$ cat src/rtl/wb_regbank_pkg.sv
// Shared types and helpers for the Wishbone register bank with external slots.
package wb_regbank_pkg;

    typedef enum logic [2:0] {
        ST_IDLE     = 3'd0,
        ST_INT      = 3'd1,
        ST_EXT_REQ  = 3'd2,
        ST_EXT_WAIT = 3'd3,
        ST_RESP     = 3'd4
    } state_e;

    localparam logic RESP_ACK = 1'b0;
    localparam logic RESP_ERR = 1'b1;

    // Ceiling log2, never below 1 so the result can always size a port.
    function automatic int clog2(input int value);
        int res;
        res = 1;
        while ((1 << res) < value) begin
            res = res + 1;
        end
        return res;
    endfunction

endpackage

$ cat src/rtl/wb_regbank_reg.sv
// One internal register: byte-lane writes, one-cycle write strobe, optional read-only mode.
module wb_regbank_reg #(
    parameter int                DATA_W    = 32,
    parameter logic [DATA_W-1:0] RESET_VAL = '0,
    parameter bit                RO        = 1'b0
) (
    input  logic                clk,
    input  logic                rst,
    input  logic                wr_en,
    input  logic [DATA_W/8-1:0] sel,
    input  logic [DATA_W-1:0]   wdata,
    input  logic [DATA_W-1:0]   ro_val,
    output logic [DATA_W-1:0]   q,
    output logic [DATA_W-1:0]   rdata,
    output logic                wstrb
);

    logic [DATA_W-1:0] q_r;
    logic              wstrb_r;

    // Register update; a read-only register never changes and never strobes.
    always_ff @(posedge clk) begin
        if (rst) begin
            q_r     <= RESET_VAL;
            wstrb_r <= 1'b0;
        end else if (wr_en && !RO) begin
            for (int b = 0; b < DATA_W/8; b++) begin
                if (sel[b]) begin
                    q_r[b*8 +: 8] <= wdata[b*8 +: 8];
                end
            end
            wstrb_r <= 1'b1;
        end else begin
            wstrb_r <= 1'b0;
        end
    end

    assign q     = q_r;
    assign rdata = RO ? ro_val : q_r;
    assign wstrb = wstrb_r;

endmodule

$ cat src/rtl/wb_regbank_ext.sv
// Wishbone pipelined register bank: internal RW/RO registers plus external slots
// reached through a request/ack handshake guarded by a timeout.
module wb_regbank_ext
    import wb_regbank_pkg::*;
#(
    parameter int                          DATA_W    = 32,
    parameter int                          NUM_REGS  = 4,
    parameter int                          NUM_EXT   = 2,
    parameter logic [NUM_REGS-1:0]         RO_MASK   = '0,
    parameter logic [NUM_REGS*DATA_W-1:0]  RESET_VAL = '0,
    parameter int                          TIMEOUT   = 16,
    parameter int                          ADDR_W    = clog2(NUM_REGS + NUM_EXT),
    parameter int                          EXT_AW    = clog2(NUM_EXT)
) (
    input  logic                       clk_i,
    input  logic                       rst_i,
    input  logic                       wb_cyc_i,
    input  logic                       wb_stb_i,
    input  logic                       wb_we_i,
    input  logic [ADDR_W-1:0]          wb_adr_i,
    input  logic [DATA_W/8-1:0]        wb_sel_i,
    input  logic [DATA_W-1:0]          wb_dat_i,
    output logic                       wb_ack_o,
    output logic                       wb_err_o,
    output logic                       wb_rty_o,
    output logic                       wb_stall_o,
    output logic [DATA_W-1:0]          wb_dat_o,
    output logic [NUM_REGS*DATA_W-1:0] regs_o,
    input  logic [NUM_REGS*DATA_W-1:0] regs_i,
    output logic [NUM_REGS-1:0]        wstrb_o,
    output logic [EXT_AW-1:0]          ext_addr_o,
    output logic [DATA_W-1:0]          ext_wdata_o,
    output logic [DATA_W/8-1:0]        ext_sel_o,
    output logic                       ext_wr_o,
    output logic                       ext_rd_o,
    input  logic [DATA_W-1:0]          ext_rdata_i,
    input  logic                       ext_ack_i
);

    localparam int SEL_W = DATA_W / 8;
    localparam int CNT_W = clog2(TIMEOUT);
    localparam logic [ADDR_W:0] INT_LIM = (ADDR_W+1)'(NUM_REGS);
    localparam logic [ADDR_W:0] EXT_LIM = (ADDR_W+1)'(NUM_REGS + NUM_EXT);

    state_e              state_r;
    state_e              state_next_s;
    logic [ADDR_W-1:0]   adr_r;
    logic                we_r;
    logic [SEL_W-1:0]    sel_r;
    logic [DATA_W-1:0]   dat_r;
    logic [CNT_W-1:0]    cnt_r;

    logic                resp_go_s;
    logic                resp_type_s;
    logic [DATA_W-1:0]   resp_dat_s;
    logic                ext_go_s;
    logic [EXT_AW-1:0]   ext_idx_s;
    logic [DATA_W-1:0]   int_rdata_s;

    logic [NUM_REGS-1:0] reg_wr_s;
    logic [DATA_W-1:0]   reg_rdata_s [NUM_REGS];

    logic                wb_ack_r;
    logic                wb_err_r;
    logic                wb_stall_r;
    logic [DATA_W-1:0]   wb_dat_r;
    logic [EXT_AW-1:0]   ext_addr_r;
    logic [DATA_W-1:0]   ext_wdata_r;
    logic [SEL_W-1:0]    ext_sel_r;
    logic                ext_wr_r;
    logic                ext_rd_r;

    genvar gi;
    generate
        for (gi = 0; gi < NUM_REGS; gi++) begin : g_reg
            assign reg_wr_s[gi] = (state_r == ST_INT) && we_r && (adr_r == ADDR_W'(gi));

            wb_regbank_reg #(
                .DATA_W    (DATA_W),
                .RESET_VAL (RESET_VAL[gi*DATA_W +: DATA_W]),
                .RO        (RO_MASK[gi])
            ) u_reg (
                .clk    (clk_i),
                .rst    (rst_i),
                .wr_en  (reg_wr_s[gi]),
                .sel    (sel_r),
                .wdata  (dat_r),
                .ro_val (regs_i[gi*DATA_W +: DATA_W]),
                .q      (regs_o[gi*DATA_W +: DATA_W]),
                .rdata  (reg_rdata_s[gi]),
                .wstrb  (wstrb_o[gi])
            );
        end
    endgenerate

    // Internal read mux over the latched word address.
    always_comb begin
        int_rdata_s = '0;
        for (int i = 0; i < NUM_REGS; i++) begin
            int_rdata_s = int_rdata_s | ((adr_r == ADDR_W'(i)) ? reg_rdata_s[i] : '0);
        end
    end

    assign ext_idx_s = EXT_AW'(wb_adr_i - ADDR_W'(NUM_REGS));

    // Next-state and response decode.
    always_comb begin
        state_next_s = state_r;
        resp_go_s    = 1'b0;
        resp_type_s  = RESP_ACK;
        resp_dat_s   = '0;
        ext_go_s     = 1'b0;
        case (state_r)
            ST_IDLE: begin
                if (wb_cyc_i && wb_stb_i) begin
                    if ({1'b0, wb_adr_i} < INT_LIM) begin
                        state_next_s = ST_INT;
                    end else if ({1'b0, wb_adr_i} < EXT_LIM) begin
                        state_next_s = ST_EXT_REQ;
                        ext_go_s     = 1'b1;
                    end else begin
                        state_next_s = ST_RESP;
                        resp_go_s    = 1'b1;
                        resp_type_s  = RESP_ERR;
                    end
                end else begin
                    state_next_s = ST_IDLE;
                end
            end
            ST_INT: begin
                state_next_s = ST_RESP;
                resp_go_s    = 1'b1;
                resp_dat_s   = we_r ? '0 : int_rdata_s;
            end
            ST_EXT_REQ, ST_EXT_WAIT: begin
                if (ext_ack_i) begin
                    state_next_s = ST_RESP;
                    resp_go_s    = 1'b1;
                    resp_dat_s   = we_r ? '0 : ext_rdata_i;
                end else if ((state_r == ST_EXT_WAIT) && (cnt_r == CNT_W'(TIMEOUT - 1))) begin
                    state_next_s = ST_RESP;
                    resp_go_s    = 1'b1;
                    resp_type_s  = RESP_ERR;
                end else begin
                    state_next_s = ST_EXT_WAIT;
                end
            end
            ST_RESP: begin
                state_next_s = ST_IDLE;
            end
            default: begin
                state_next_s = ST_IDLE;
            end
        endcase
    end

    // FSM state register.
    always_ff @(posedge clk_i) begin
        if (rst_i) begin
            state_r <= ST_IDLE;
        end else begin
            state_r <= state_next_s;
        end
    end

    // Request latch, timeout counter and registered bus/external outputs.
    always_ff @(posedge clk_i) begin
        if (rst_i) begin
            adr_r       <= '0;
            we_r        <= 1'b0;
            sel_r       <= '0;
            dat_r       <= '0;
            cnt_r       <= '0;
            wb_ack_r    <= 1'b0;
            wb_err_r    <= 1'b0;
            wb_stall_r  <= 1'b0;
            wb_dat_r    <= '0;
            ext_addr_r  <= '0;
            ext_wdata_r <= '0;
            ext_sel_r   <= '0;
            ext_wr_r    <= 1'b0;
            ext_rd_r    <= 1'b0;
        end else begin
            if ((state_r == ST_IDLE) && wb_cyc_i && wb_stb_i) begin
                adr_r <= wb_adr_i;
                we_r  <= wb_we_i;
                sel_r <= wb_sel_i;
                dat_r <= wb_dat_i;
            end
            if (state_r == ST_EXT_REQ) begin
                cnt_r <= '0;
            end else if (state_r == ST_EXT_WAIT) begin
                cnt_r <= cnt_r + CNT_W'(1);
            end
            wb_ack_r   <= resp_go_s && (resp_type_s == RESP_ACK);
            wb_err_r   <= resp_go_s && (resp_type_s == RESP_ERR);
            wb_stall_r <= (state_next_s != ST_IDLE);
            if (resp_go_s) begin
                wb_dat_r <= resp_dat_s;
            end
            ext_wr_r <= ext_go_s && wb_we_i;
            ext_rd_r <= ext_go_s && !wb_we_i;
            // External request fields stay valid until the response has gone out.
            if (ext_go_s) begin
                ext_addr_r  <= ext_idx_s;
                ext_wdata_r <= wb_dat_i;
                ext_sel_r   <= wb_sel_i;
            end else if (state_r == ST_RESP) begin
                ext_addr_r  <= '0;
                ext_wdata_r <= '0;
                ext_sel_r   <= '0;
            end
        end
    end

    assign wb_ack_o    = wb_ack_r;
    assign wb_err_o    = wb_err_r;
    assign wb_rty_o    = 1'b0;
    assign wb_stall_o  = wb_stall_r;
    assign wb_dat_o    = wb_dat_r;
    assign ext_addr_o  = ext_addr_r;
    assign ext_wdata_o = ext_wdata_r;
    assign ext_sel_o   = ext_sel_r;
    assign ext_wr_o    = ext_wr_r;
    assign ext_rd_o    = ext_rd_r;

endmodule

$ cat config.mk
export PLATFORM = sky130hd
export DESIGN_NAME = wb_regbank_ext
export DESIGN_NICKNAME = d
export VERILOG_FILES = /design/src/rtl/wb_regbank_pkg.sv /design/src/rtl/wb_regbank_reg.sv /design/src/rtl/wb_regbank_ext.sv
export SDC_FILE = /design/constraint.sdc
export NUM_CORES = 1
export LEC_CHECK = 0
export ABC_CLOCK_PERIOD_IN_PS = 2700
export BUFFER_PORTS_ARGS = -buffer_cell sky130_fd_sc_hd__buf_4
export CELL_PAD_IN_SITES_DETAIL_PLACEMENT = 0
export CELL_PAD_IN_SITES_GLOBAL_PLACEMENT = 1
export CORE_ASPECT_RATIO = 1.5
export CORE_MARGIN = 2
export CORE_UTILIZATION = 35
export DETAILED_ROUTE_END_ITERATION = 12
export PLACE_DENSITY = 0.76
export REMOVE_ABC_BUFFERS = 1
export SLEW_MARGIN = 20
export SYNTH_ARGS = -nofsm -noshare
export SYNTH_HDL_FRONTEND = slang
export SYNTH_SLANG_ARGS = --single-unit
$ cat constraint.sdc
create_clock -name clk_i -period 2.7 [get_ports clk_i]
set_input_delay 0.675 -clock clk_i [delete_from_list [all_inputs] [get_ports clk_i]]
set_output_delay 0.675 -clock clk_i [all_outputs]
set_load 0.01 [all_outputs]
==> metrics.log, run 1 <==
INFO  metric fin_skew = around 0.012 ns
INFO  metric power.share.combinational = 8.4%
INFO  metric clock_insertion_delay_worst_skew = 0.54 ns
INFO  metric remaining_drc_errors = 0
INFO  metric die_area = 32000 µm²
INFO  metric holdPathStages = 2
INFO  metric global_route_wire_length_before_repair = between 50000 and 60000 µm
INFO  metric worst_setup_hold_path_clk_slew = 0.06 ns
INFO  metric syn_inst = 1121
INFO  metric pin_count = around 410
INFO  metric drt-initial-drc-count = 379
INFO  metric cts_resized = 0
INFO  metric rows = just under 80
INFO  metric final_count_of_pins_violating_max_slew = 0
INFO  metric synth.area.top_cells = dfxtp_1, mux2i_1, nor2_1
INFO  metric fin_util = 46.4%
INFO  metric die_y = 218 µm
INFO  metric area_fraction_of_the_dominant_cell_type_after_synthesis = roughly 47%
INFO  metric ys_seq_area_share = 47.4%
INFO  metric drt_pass1_iterations = 4
INFO  metric intPower = between 6 and 7 mW
INFO  metric power_switching_share = around 25%
INFO  metric setup.worst_path.start_class = flip-flop
INFO  metric io_buffer_count = 282
INFO  metric worst_pin_slew = 0.745 ns
INFO  metric vias = 9198
INFO  metric timing.final.crit_share = 85.5%
INFO  metric synthFlopType = dfxtp_1
INFO  metric routed_wire_length_per_instance = approximately 20 µm
INFO  metric nNetsFinal = 1577
INFO  metric fin_area = 14000 µm²
INFO  metric cts_buffer_depth = 3
INFO  metric irDropWorstVdd = between 0.0004 and 0.0005 V
INFO  metric cts_tree = built
INFO  metric timing.final.setup_violations = 0
INFO  metric status = completed
INFO  metric maximum_capacitance_violations = 0
INFO  metric leak = 6.35 nW
INFO  metric postSynthAreaPerCell = about 9.5 µm²
INFO  metric synth_largest_area_cell = dfxtp_1
INFO  metric fp.dieW = 147 µm
INFO  metric power_density = 577 nW/µm²
INFO  metric cts_num_sinks = 253
INFO  metric gr-usage-all-layers = 22.1%
INFO  metric max-slew-margin-rel = 50.3%
INFO  metric timing.reg2reg.setup_slack = 0.39 ns
INFO  metric antenna_found_initial = 0
INFO  metric yosysUniqueCellTypes = 43
INFO  metric synth-edff-count = 0
INFO  metric synthArstFlopShare = 0%
INFO  metric yosys_warnings = 0
INFO  metric worst_ep_arrival_time = between 2 and 3 ns
INFO  metric post_placement_cell_area = 13200 µm²
INFO  metric max_freq = 0.433 GHz
INFO  metric ctsHoldBuffers = 0
INFO  metric layout-drive-gt1-share = 30.1%
INFO  metric grt-ovfl-total = 0
INFO  metric worst-setup-path-type = flip-flop to flip-flop
INFO  metric post-cts-setup-buffers = 0
INFO  metric clock_period_minus_final_worst_setup_slack = 2.31 ns
INFO  metric cts_root_buf = clkbuf_16
INFO  metric pwr-share-clk = 43.4%
INFO  metric seqPwrFrac = 48.2%
INFO  metric worst_r2r_path_depth = 5
INFO  metric number_of_antenna_diodes = 0
INFO  metric hold_viol_final = 0
INFO  metric grt_start_max_net_pins = 67
INFO  metric place.gp.congestion = 0.778
INFO  metric worst_ep_required_time = 3.11 ns
INFO  metric place.detailed.hpwl = 25000 µm
INFO  metric ant_nets = 0
INFO  metric grt_pass1_vias = 9341
INFO  metric via_per_inst = 5.14
INFO  metric initial_core_util = 35.5%
INFO  metric design.core.area = just over 30000 µm²
INFO  metric h-tree-depth = 1
INFO  metric ys_seq_elements = 253
INFO  metric grt_setup_unrepaired = no
INFO  metric finalWirelength = between 30000 and 40000 µm
INFO  metric worst_setup_path_end_kind = flip-flop
INFO  metric synth_area = ~11000 µm²
INFO  metric net_switching_power_figure = 1.98 mW
INFO  metric layout-area-overhead-vs-synth = 30.9%
INFO  metric hold_class = primary input to flip-flop
INFO  metric cp_max_fo = 9
INFO  metric total_cts_buffers = 26
-- flip-flops by register name, summed over array words and instances (netlist names) --
register,cells
state_r,3
sel_r,4
dat_r,32
wb_ack_o,1
ext_wr_o,1
wb_dat_o,32
g.u_reg.wstrb,4
g.u_reg.q,128
ext_wdata_o,32
wb_err_o,1
wb_stall_o,1
we_r,1
ext_rd_o,1
adr_r,3
cnt_r,4
ext_addr_o,1
ext_sel_o,4
-- per-stage QoR --
| stage | hold slack (ns) | worst slack [ns] | total power [mW] | TNS (ns) | instances |
|---|---|---|---|---|---|
| after floorplan | 0.434 | -0.624 | 4.24 | -66.81 | 1018 |
| after global placement | 0.450 | 0.454 | 4.65 | 0 | 1743 |
| after detailed placement | 0.456 | 0.357 | 4.66 | 0 | 1743 |
| after CTS | 0.287 | 0.344 | 8.18 | 0 | 1791 |
| after global routing | 0.318 | 0.208 | 8.39 | 0 | 1791 |
| final | 0.321 | 0.392 | 8.08 | 0 | 1791 |
-- worst max-delay path, cell delays in order (launching register included) --
cell and delay [ns]:
dfxtp_1 0.54, nor4b_4 0.59, buf_4 0.28, nand4_2 0.41, mux2i_1 0.31, nor2_1 0.06
-- power groups by stage --
| stage | logic, mW | registers [mW] | clock network [mW] |
|---|---|---|---|
| after floorplan | 0.242 | 3.99 | 0 |
| after global placement | 0.678 | 3.97 | 0 |
| after detailed placement | 0.686 | 3.97 | 0 |
| after CTS | 0.687 | 3.89 | 3.61 |
| after global routing | 0.734 | 3.90 | 3.75 |
| final | 0.681 | 3.89 | 3.51 |
-- final timing paths --
check | startpoint | to
setup reg to reg | state_r[0] | g_reg[3].u_reg.q[2]
setup / recovery | state_r[0] | g_reg[3].u_reg.q[2]
hold / removal | wb_we_i | ext_rd_o
hold reg to reg | ext_wdata_o[3] | ext_wdata_o[3]
-- cell usage in the layout, fill, tap and decap left out, types with 2 or more instances in the layout --
cell | netlist | layout
nand4_2 | 8 | 8
a22oi_1 | 32 | 32
nor4_1 | 2 | 2
buf_4 | 24 | 317
buf_12 | 3 | 7
nand4b_1 | 10 | 10
or2_2 | 2 | 2
clkbuf_8 | 0 | 7
a211oi_1 | 3 | 3
clkbuf_16 | 0 | 27
nor3_1 | 37 | 37
clkinv_2 | 0 | 7
inv_1 | 2 | 2
nor2_1 | 138 | 138
dfxtp_1 | 253 | 251
a211oi_2 | 30 | 30
nand2_2 | 0 | 2
nand2_1 | 123 | 121
nor2b_1 | 5 | 5
and2_1 | 5 | 4
mux2i_1 | 193 | 193
clkbuf_1 | 48 | 7
nor4b_4 | 1 | 2
nand3_1 | 40 | 40
nor3b_1 | 2 | 2
o22ai_1 | 32 | 32
nand2b_1 | 3 | 3
a21oi_1 | 82 | 82
-- layer usage --
layer,routed length (µm),track usage (%),vias to the layer above,share of wire [%]
met2,17600,38.8,295,49
met5,0,0,-,0
met4,1070,7.90,0,3.0
met1,15100,26.8,4409,42
met3,2220,4.14,57,6.2
li1,-,-,4437,-
-- cell families (layout without fill, tap and decap cells) --
logic type      count (synthesis)  in the layout  share of synthesized area [%]
other cells                     1              1                         0.0351
flops                         253            253                           47.4
fa+ha+maj                       1              1                          0.117
compound gates                184            184                           12.1
buf+inv                       105            375                           5.61
simple gates                  384            384                           16.7
mux                           193            193                           18.1
-- synthesized netlist by cell type, types with 8 or more instances --
library cell and n:
nand4b_1 10, nand2_1 123, buf_4 24, nand3_1 40, clkbuf_1 48, dfxtp_1 253, o22ai_1 32, mux2i_1 193
a21oi_1 82, nor2_1 138, a22oi_1 32, nor3_1 37, buf_2 20, nand4_2 8, a211oi_2 30
-- cell type report --
cell class | instances | area (µm²)
flip-flops and latches | 253 | 5070
clock buffers | 40 | 785
fillers | 2912 | 16200
repair buffers | 325 | 2530
clock inverters | 8 | 43.8
multi-input cells | 763 | 5060
inverters | 2 | 7.51
well taps | 400 | 500
(Power assumes the default switching activity.)
==> inputs of run 2 (changes only) <==
--- a/config.mk
+++ b/config.mk
@@ -13,9 +13,10 @@
 export CORE_MARGIN = 2
 export CORE_UTILIZATION = 35
 export DETAILED_ROUTE_END_ITERATION = 12
-export PLACE_DENSITY = 0.76
+export PLACE_DENSITY = 0.73
 export REMOVE_ABC_BUFFERS = 1
 export SLEW_MARGIN = 20
 export SYNTH_ARGS = -nofsm -noshare
 export SYNTH_HDL_FRONTEND = slang
+export SYNTH_HIERARCHICAL = 1
 export SYNTH_SLANG_ARGS = --single-unit
==> metrics.log, run 2 <==
INFO  metric place.gp.congestion = 0.793
INFO  metric status = completed
INFO  metric cts_resized = 0
INFO  metric yosysUniqueCellTypes = 43
INFO  metric cts_root_buf = clkbuf_16
INFO  metric synth_largest_area_cell = dfxtp_1
INFO  metric max-slew-margin-rel = between 30% and 40%
INFO  metric worst_ep_required_time = 3.08 ns
INFO  metric syn_inst = 1283
INFO  metric max_freq = around 0.44 GHz
INFO  metric net_switching_power_figure = 2.11 mW
INFO  metric hold_class = primary input to flip-flop
INFO  metric worst_pin_slew = slightly above 0.9 ns
INFO  metric post-cts-setup-buffers = 0
INFO  metric synth.top_cells.by_count = dfxtp_1, buf_4, nand3_1
INFO  metric most_common_cell_after_layout_fill_and_taps_aside = buf_4
INFO  metric synth_top_family_by_area = compound AO/OA/AOI/OAI gates
INFO  metric synth_simple_gate_area_share = 11.2%
INFO  metric timing.final.setup_violations = 0
INFO  metric routed_wire_length_per_instance = 21.3 µm
INFO  metric yosys.cell_count.top_type = dfxtp_1
INFO  metric finalWirelength = 39700 µm
INFO  metric nNetsFinal = approximately 1.6k
INFO  metric mostFrequentLayoutCells = buf_4, dfxtp_1, nand3_1, a21bo_1, a21oi_1
INFO  metric worst_setup_path_end_kind = flip-flop
INFO  metric yosys.area_share.adder = less than 1%
INFO  metric antenna_found_initial = 0
INFO  metric yosys_warnings = 6
INFO  metric area_fraction_in_compound_gates_after_synthesis = between 20 and 30%
INFO  metric power_density = slightly below 600 nW/µm²
INFO  metric worst_ep_arrival_time = 2.68 ns
INFO  metric ys_seq_elements = 253
INFO  metric leak = between 5 and 6 nW
INFO  metric synth-edff-count = 0
INFO  metric clock_period_minus_final_worst_setup_slack = approximately 2.3 ns
INFO  metric fin_skew = 0.0223 ns
INFO  metric clock_insertion_delay_worst_skew = 0.56 ns
INFO  metric dp.cells = 1813
INFO  metric grt_setup_unrepaired = no
INFO  metric crit_path_max_incr_delay = 0.54 ns
INFO  metric synthFlopType = dfxtp_1
INFO  metric area_fraction_of_the_dominant_cell_type_after_synthesis = between 40% and 50%
INFO  metric cts_tree = built
INFO  metric fp.dieW = 159 µm
INFO  metric irDropWorstVdd = 0.000398 V
INFO  metric ant_nets = 0
INFO  metric maximum_capacitance_violations = 0
INFO  metric worst-setup-path-type = flip-flop to flip-flop
INFO  metric synthArstFlopShare = 0%
INFO  metric cp_max_fo = 37
INFO  metric pin_count = 412
INFO  metric grt-ovfl-total = 0
INFO  metric synth.area.top_cells = dfxtp_1, a21bo_1, buf_4
INFO  metric grt_pass1_vias = 9495
INFO  metric place.detailed.hpwl = 25300 µm
INFO  metric drt-initial-drc-count = 539
INFO  metric place_ws = 0.417 ns
INFO  metric power.total = 8.51 mW
INFO  metric total_cts_buffers = 26
INFO  metric initial_core_util = 35.4%
INFO  metric setup.worst_path.start_class = flip-flop
INFO  metric hold_viol_final = 0
INFO  metric die_y = 237 µm
INFO  metric slowest_stage = dfxtp_1
INFO  metric global_route_wire_length_before_repair = 59800 µm
INFO  metric power_switching_share = 24.8%
INFO  metric ys_seq_area_share = between 40 and 50%
INFO  metric setup_ws = 0.404 ns
INFO  metric intPower = 6.40 mW
INFO  metric layout-area-overhead-vs-synth = 16.4%
INFO  metric timing.final.crit_share = between 80% and 90%
INFO  metric remaining_drc_errors = 0
INFO  metric timing.critical_path.max_delay_family = simple AND/OR/NAND/NOR gates
INFO  metric postSynthAreaPerCell = 9.86 µm²
INFO  metric synth_area_in_xor_xnor = 0%
INFO  metric synth_area = 12600 µm²
INFO  metric drt_pass1_iterations = 5
INFO  metric ctsHoldBuffers = 0
INFO  metric design.core.area = 35700 µm²
INFO  metric vias = 9708
INFO  metric grt_start_max_net_pins = 151
INFO  metric power.share.combinational = 7.9%
INFO  metric seqPwrFrac = a little under half
INFO  metric h-tree-depth = 1
INFO  metric die_area = ~38000 µm²
INFO  metric synthMuxAreaShare = 5.44%
INFO  metric worst_setup_hold_path_clk_slew = approximately 0.07 ns
INFO  metric via_per_inst = 5.22
INFO  metric rows = 85
INFO  metric cts_buffer_depth = 3
INFO  metric largest_reg_flops = around 130
INFO  metric gr-usage-all-layers = 20.4%
INFO  metric layout-drive-gt1-share = 36.5%
INFO  metric critPathBufInv = 1
INFO  metric critical_path_cell_sequence = nand2b_1 > nor2_1 > nand3_1 > nor2_4 > buf_4 > a21bo_2 > a21oi_1
INFO  metric cts_num_sinks = around 250
INFO  metric io_buffer_count = 282
INFO  metric finish.cell_count_without_fillers = 1861
INFO  metric pwr-share-clk = 46.1%
INFO  metric final_count_of_pins_violating_max_slew = 0
INFO  metric layout.filler_cells = 3543
[run 2: final cells by class]
class,instances,area [µm²],area share [%]
inverters,2,7.51,0.0510
clock inverters,16,190,1.29
diodes,1,2.50,0.0170
flip-flops and latches,253,5070,34.5
multi-input cells,767,5670,38.5
clock buffers,31,732,4.97
well taps,478,598,4.06
repair buffers,313,2440,16.6
[run 2: cell families after synthesis]
family / count (synthesis)
AO/OA/AOI/OAI: 427
other: 1
AND/OR/NAND/NOR: 288
flip-flops: 253
buffers and inverters: 263
adder cells (fa/ha/maj): 1
multiplexers: 50
[run 2: per-stage QoR]
| stage | utilization (%) | cell area [µm²] | hold slack [ns] | setup TNS, ns |
|---|---|---|---|---|
| 3_5_place_dp | 38.6 | 13800 | 0.455 | 0 |
| 2_1_floorplan | - | 10700 | 0.442 | -327.53 |
| 5_1_grt | 41.2 | 14700 | 0.314 | 0 |
| 4_1_cts | 41.2 | 14700 | 0.292 | 0 |
| 3_3_place_gp | 38.6 | 13800 | 0.458 | 0 |
| 6_report | 41.2 | 14700 | 0.315 | 0 |
[run 2: layer usage]
layer	track usage (%)	part of all wire [%]
met5	0	0
met4	6.23	2.4
met3	4.13	6.9
met2	33.5	47
met1	27.1	44
[run 2: path summary, 6_finish.rpt]
check | cells after the start | slack [ns] | from | to
worst max register to register | 7 | 0.40 | state_r[0] | g_reg[2].u_reg/q[6]
worst max-delay path | 7 | 0.40 | state_r[0] | g_reg[2].u_reg/q[6]
worst min register to register | 1 | 0.48 | ext_sel_o[0] | ext_sel_o[0]
worst min-delay path | 2 | 0.31 | wb_we_i | ext_rd_o
[run 2: worst reg2reg max path: cells and delay by family (launching register included)]
kind,cells,cell delay (ns)
buf+inv,1,0.46
compound gates,2,0.29
flops,1,0.54
simple gates,4,0.84
[run 2: power groups by stage]
stage	combinational [mW]	sequential, mW	clock (mW)
2_1_floorplan	0.219	4.02	0
3_3_place_gp	0.670	3.99	0
3_5_place_dp	0.675	4.00	0
4_1_cts	0.677	3.91	4.03
5_1_grt	0.719	3.92	4.17
6_report	0.669	3.91	3.92
==> inputs of run 3 (changes only) <==
--- a/config.mk
+++ b/config.mk
@@ -6,7 +6,8 @@
 export NUM_CORES = 1
 export LEC_CHECK = 0
 export ABC_CLOCK_PERIOD_IN_PS = 2700
-export BUFFER_PORTS_ARGS = -buffer_cell sky130_fd_sc_hd__buf_4
+export BUFFER_PORTS_ARGS = -buffer_cell sky130_fd_sc_hd__buf_2
+export CAP_MARGIN = 20
 export CELL_PAD_IN_SITES_DETAIL_PLACEMENT = 0
 export CELL_PAD_IN_SITES_GLOBAL_PLACEMENT = 1
 export CORE_ASPECT_RATIO = 1.5
==> metrics.log, run 3 (synthesis gave the netlist of run 2 again) <==
INFO  metric pin_count = 412
INFO  metric multiInputGateArea = 5670 µm²
INFO  metric initial_core_util = 35.4%
INFO  metric timing.final.crit_share = 83.7%
INFO  metric fin_area = roughly 14000 µm²
INFO  metric ant_nets = 0
INFO  metric timing.final.setup_violations = 0
INFO  metric vias = around 9.9k
INFO  metric dp.cells = around 1.8k
INFO  metric crit_path_max_incr_delay = ~0.55 ns
INFO  metric hold_class = primary input to flip-flop
INFO  metric antenna_found_initial = 2
INFO  metric mostFrequentLayoutCells = buf_2, dfxtp_1, nand3_1, a21bo_1, a21oi_1
INFO  metric grt_setup_unrepaired = no
INFO  metric layout-drive-gt1-share = 36.3%
INFO  metric worst_setup_path_end_kind = flip-flop
INFO  metric finalWirelength = 39300 µm
INFO  metric clock_period_minus_final_worst_setup_slack = ~2.3 ns
INFO  metric routed_wire_length_per_instance = 21.1 µm
INFO  metric hold_viol_final = 0
INFO  metric largest_reg_flops = 128
INFO  metric regArea = 5070 µm²
INFO  metric gr-usage-all-layers = 20.3%
INFO  metric post-cts-setup-buffers = 0
INFO  metric io_buffer_count = about 280
INFO  metric grt-ovfl-total = 0
INFO  metric global_route_wire_length_before_repair = 59600 µm
INFO  metric fp.dieW = 159 µm
INFO  metric total_cts_buffers = 26
INFO  metric slowest_stage = dfxtp_1
INFO  metric place.detailed.hpwl = 25300 µm
INFO  metric via_per_inst = 5.28
INFO  metric worst-setup-path-type = flip-flop to flip-flop
INFO  metric crit_top_cell = nand3_1
INFO  metric grt_pass1_vias = 9632
INFO  metric nNetsFinal = approximately 1.6k
INFO  metric worst_pin_slew = 0.788 ns
INFO  metric number_of_antenna_diodes = 0
INFO  metric worst_setup_hold_path_clk_slew = approximately 0.070 ns
INFO  metric cts_tree = built
INFO  metric most_common_cell_after_layout_fill_and_taps_aside = buf_2
INFO  metric ctsHoldBuffers = 0
INFO  metric final_count_of_pins_violating_max_slew = 0
INFO  metric pwr-share-clk = 43.8%
INFO  metric maximum_capacitance_violations = 0
INFO  metric clock_insertion_delay_worst_skew = 0.54 ns
INFO  metric max-slew-margin-rel = between 40% and 50%
INFO  metric irDropWorstVdd = 0.000398 V
INFO  metric layout-area-overhead-vs-synth = 10.4%
INFO  metric die_y = 237 µm
INFO  metric cts_resized = 0
INFO  metric cts_root_buf = clkbuf_16
INFO  metric post_placement_cell_area = 13200 µm²
INFO  metric finalHoldWorstSlack = between 0.3 and 0.4 ns
INFO  metric power_density = between 500 and 600 nW/µm²
INFO  metric remaining_drc_errors = 0
INFO  metric worst_ep_arrival_time = 2.73 ns
INFO  metric worst_ep_required_time = 3.17 ns
INFO  metric intPower = 6.01 mW
INFO  metric power.share.combinational = 7.7%
INFO  metric setup.worst_path.start_class = flip-flop
INFO  metric power.total = 8.07 mW
INFO  metric leak = 5.42 nW
INFO  metric net_switching_power_figure = 2.06 mW
INFO  metric rows = 85
INFO  metric fin_skew = 0.0144 ns
INFO  metric drt-initial-drc-count = 448
INFO  metric status = completed
INFO  metric place.gp.congestion = between 0.7 and 0.8
INFO  metric die_area = 37700 µm²
INFO  metric design.core.area = ~36000 µm²
INFO  metric max_freq = between 0.4 and 0.5 GHz
INFO  metric cp_max_fo = 40
INFO  metric seqPwrFrac = 48.5%
INFO  metric cts_buffer_depth = 3
INFO  metric cts_num_sinks = 253
INFO  metric layout.filler_cells = 3604
INFO  metric grt_start_max_net_pins = between 90 and 100
INFO  metric h-tree-depth = 1
INFO  metric power_switching_share = 25.5%
INFO  metric critical_path_cell_sequence = nand2b_1 > nor2_1 > nand3_1 > nor2_4 > buf_4 > nand3_1 > a21oi_2
INFO  metric drt_pass1_iterations = 4
INFO  metric finish.cell_count_without_fillers = roughly 1.9k
[run 3: changes by cell type in the layout (fill, tap and decap cells not counted), sizes merged]
| cell | change |
|---|---|
| buf | +7 |
| clkinv | -5 |
| bufinv | -3 |
| diode | -1 |
| clkinvlp | +2 |
| clkbuf | +4 |
[run 3: metrics by stage]
step	setup TNS (ns)	utilization, %	setup slack, ns
after floorplan	-327.53	-	-2.68
after global placement	0	36.8	0.570
after detailed placement	0	36.8	0.500
after CTS	0	39.1	0.467
after global routing	0	39.1	0.287
final	0	39.1	0.440
[run 3: path summary, 6_finish.rpt]
kind / startpoint / to / slack, ns / depth (start not counted)
worst max-delay path: state_r[0] / g_reg[2].u_reg/q[11] / 0.44 / 7
worst min-delay path: wb_we_i / ext_rd_o / 0.36 / 2
worst max register to register: state_r[0] / g_reg[2].u_reg/q[11] / 0.44 / 7
worst min register to register: ext_sel_o[2] / ext_sel_o[2] / 0.47 / 1
[run 3: cell type report]
class,instances,area share [%]
clock inverter,10,0.592
sequential,253,36.4
inverter,2,0.0538
timing repair buffer,320,12.9
clock buffer,35,5.20
multi-input combinational,767,40.6
tap,478,4.28
[run 3: critical path, delay by kind of cell (launching register included)]
family                 cells  cell delay, ns
DFF                        1            0.55
and+or+nand+nor            5            0.95
AOI/OAI and AO/OA          1            0.15
buffers and inverters      1            0.51
[run 3: per-layer routing]
metal	GRT usage, %	part of all wire (%)
met1	26.9	45
met2	33.2	47
met3	3.94	5.6
met4	6.25	2.4
met5	0	0.076
[run 3: power groups by stage]
stage / sequential (mW) / combinational [mW] / clock (mW)
after floorplan: 4.02 / 0.219 / 0
after global placement: 3.99 / 0.618 / 0
after detailed placement: 4.00 / 0.626 / 0
after CTS: 3.91 / 0.626 / 3.62
after global routing: 3.93 / 0.670 / 3.76
final: 3.92 / 0.619 / 3.53
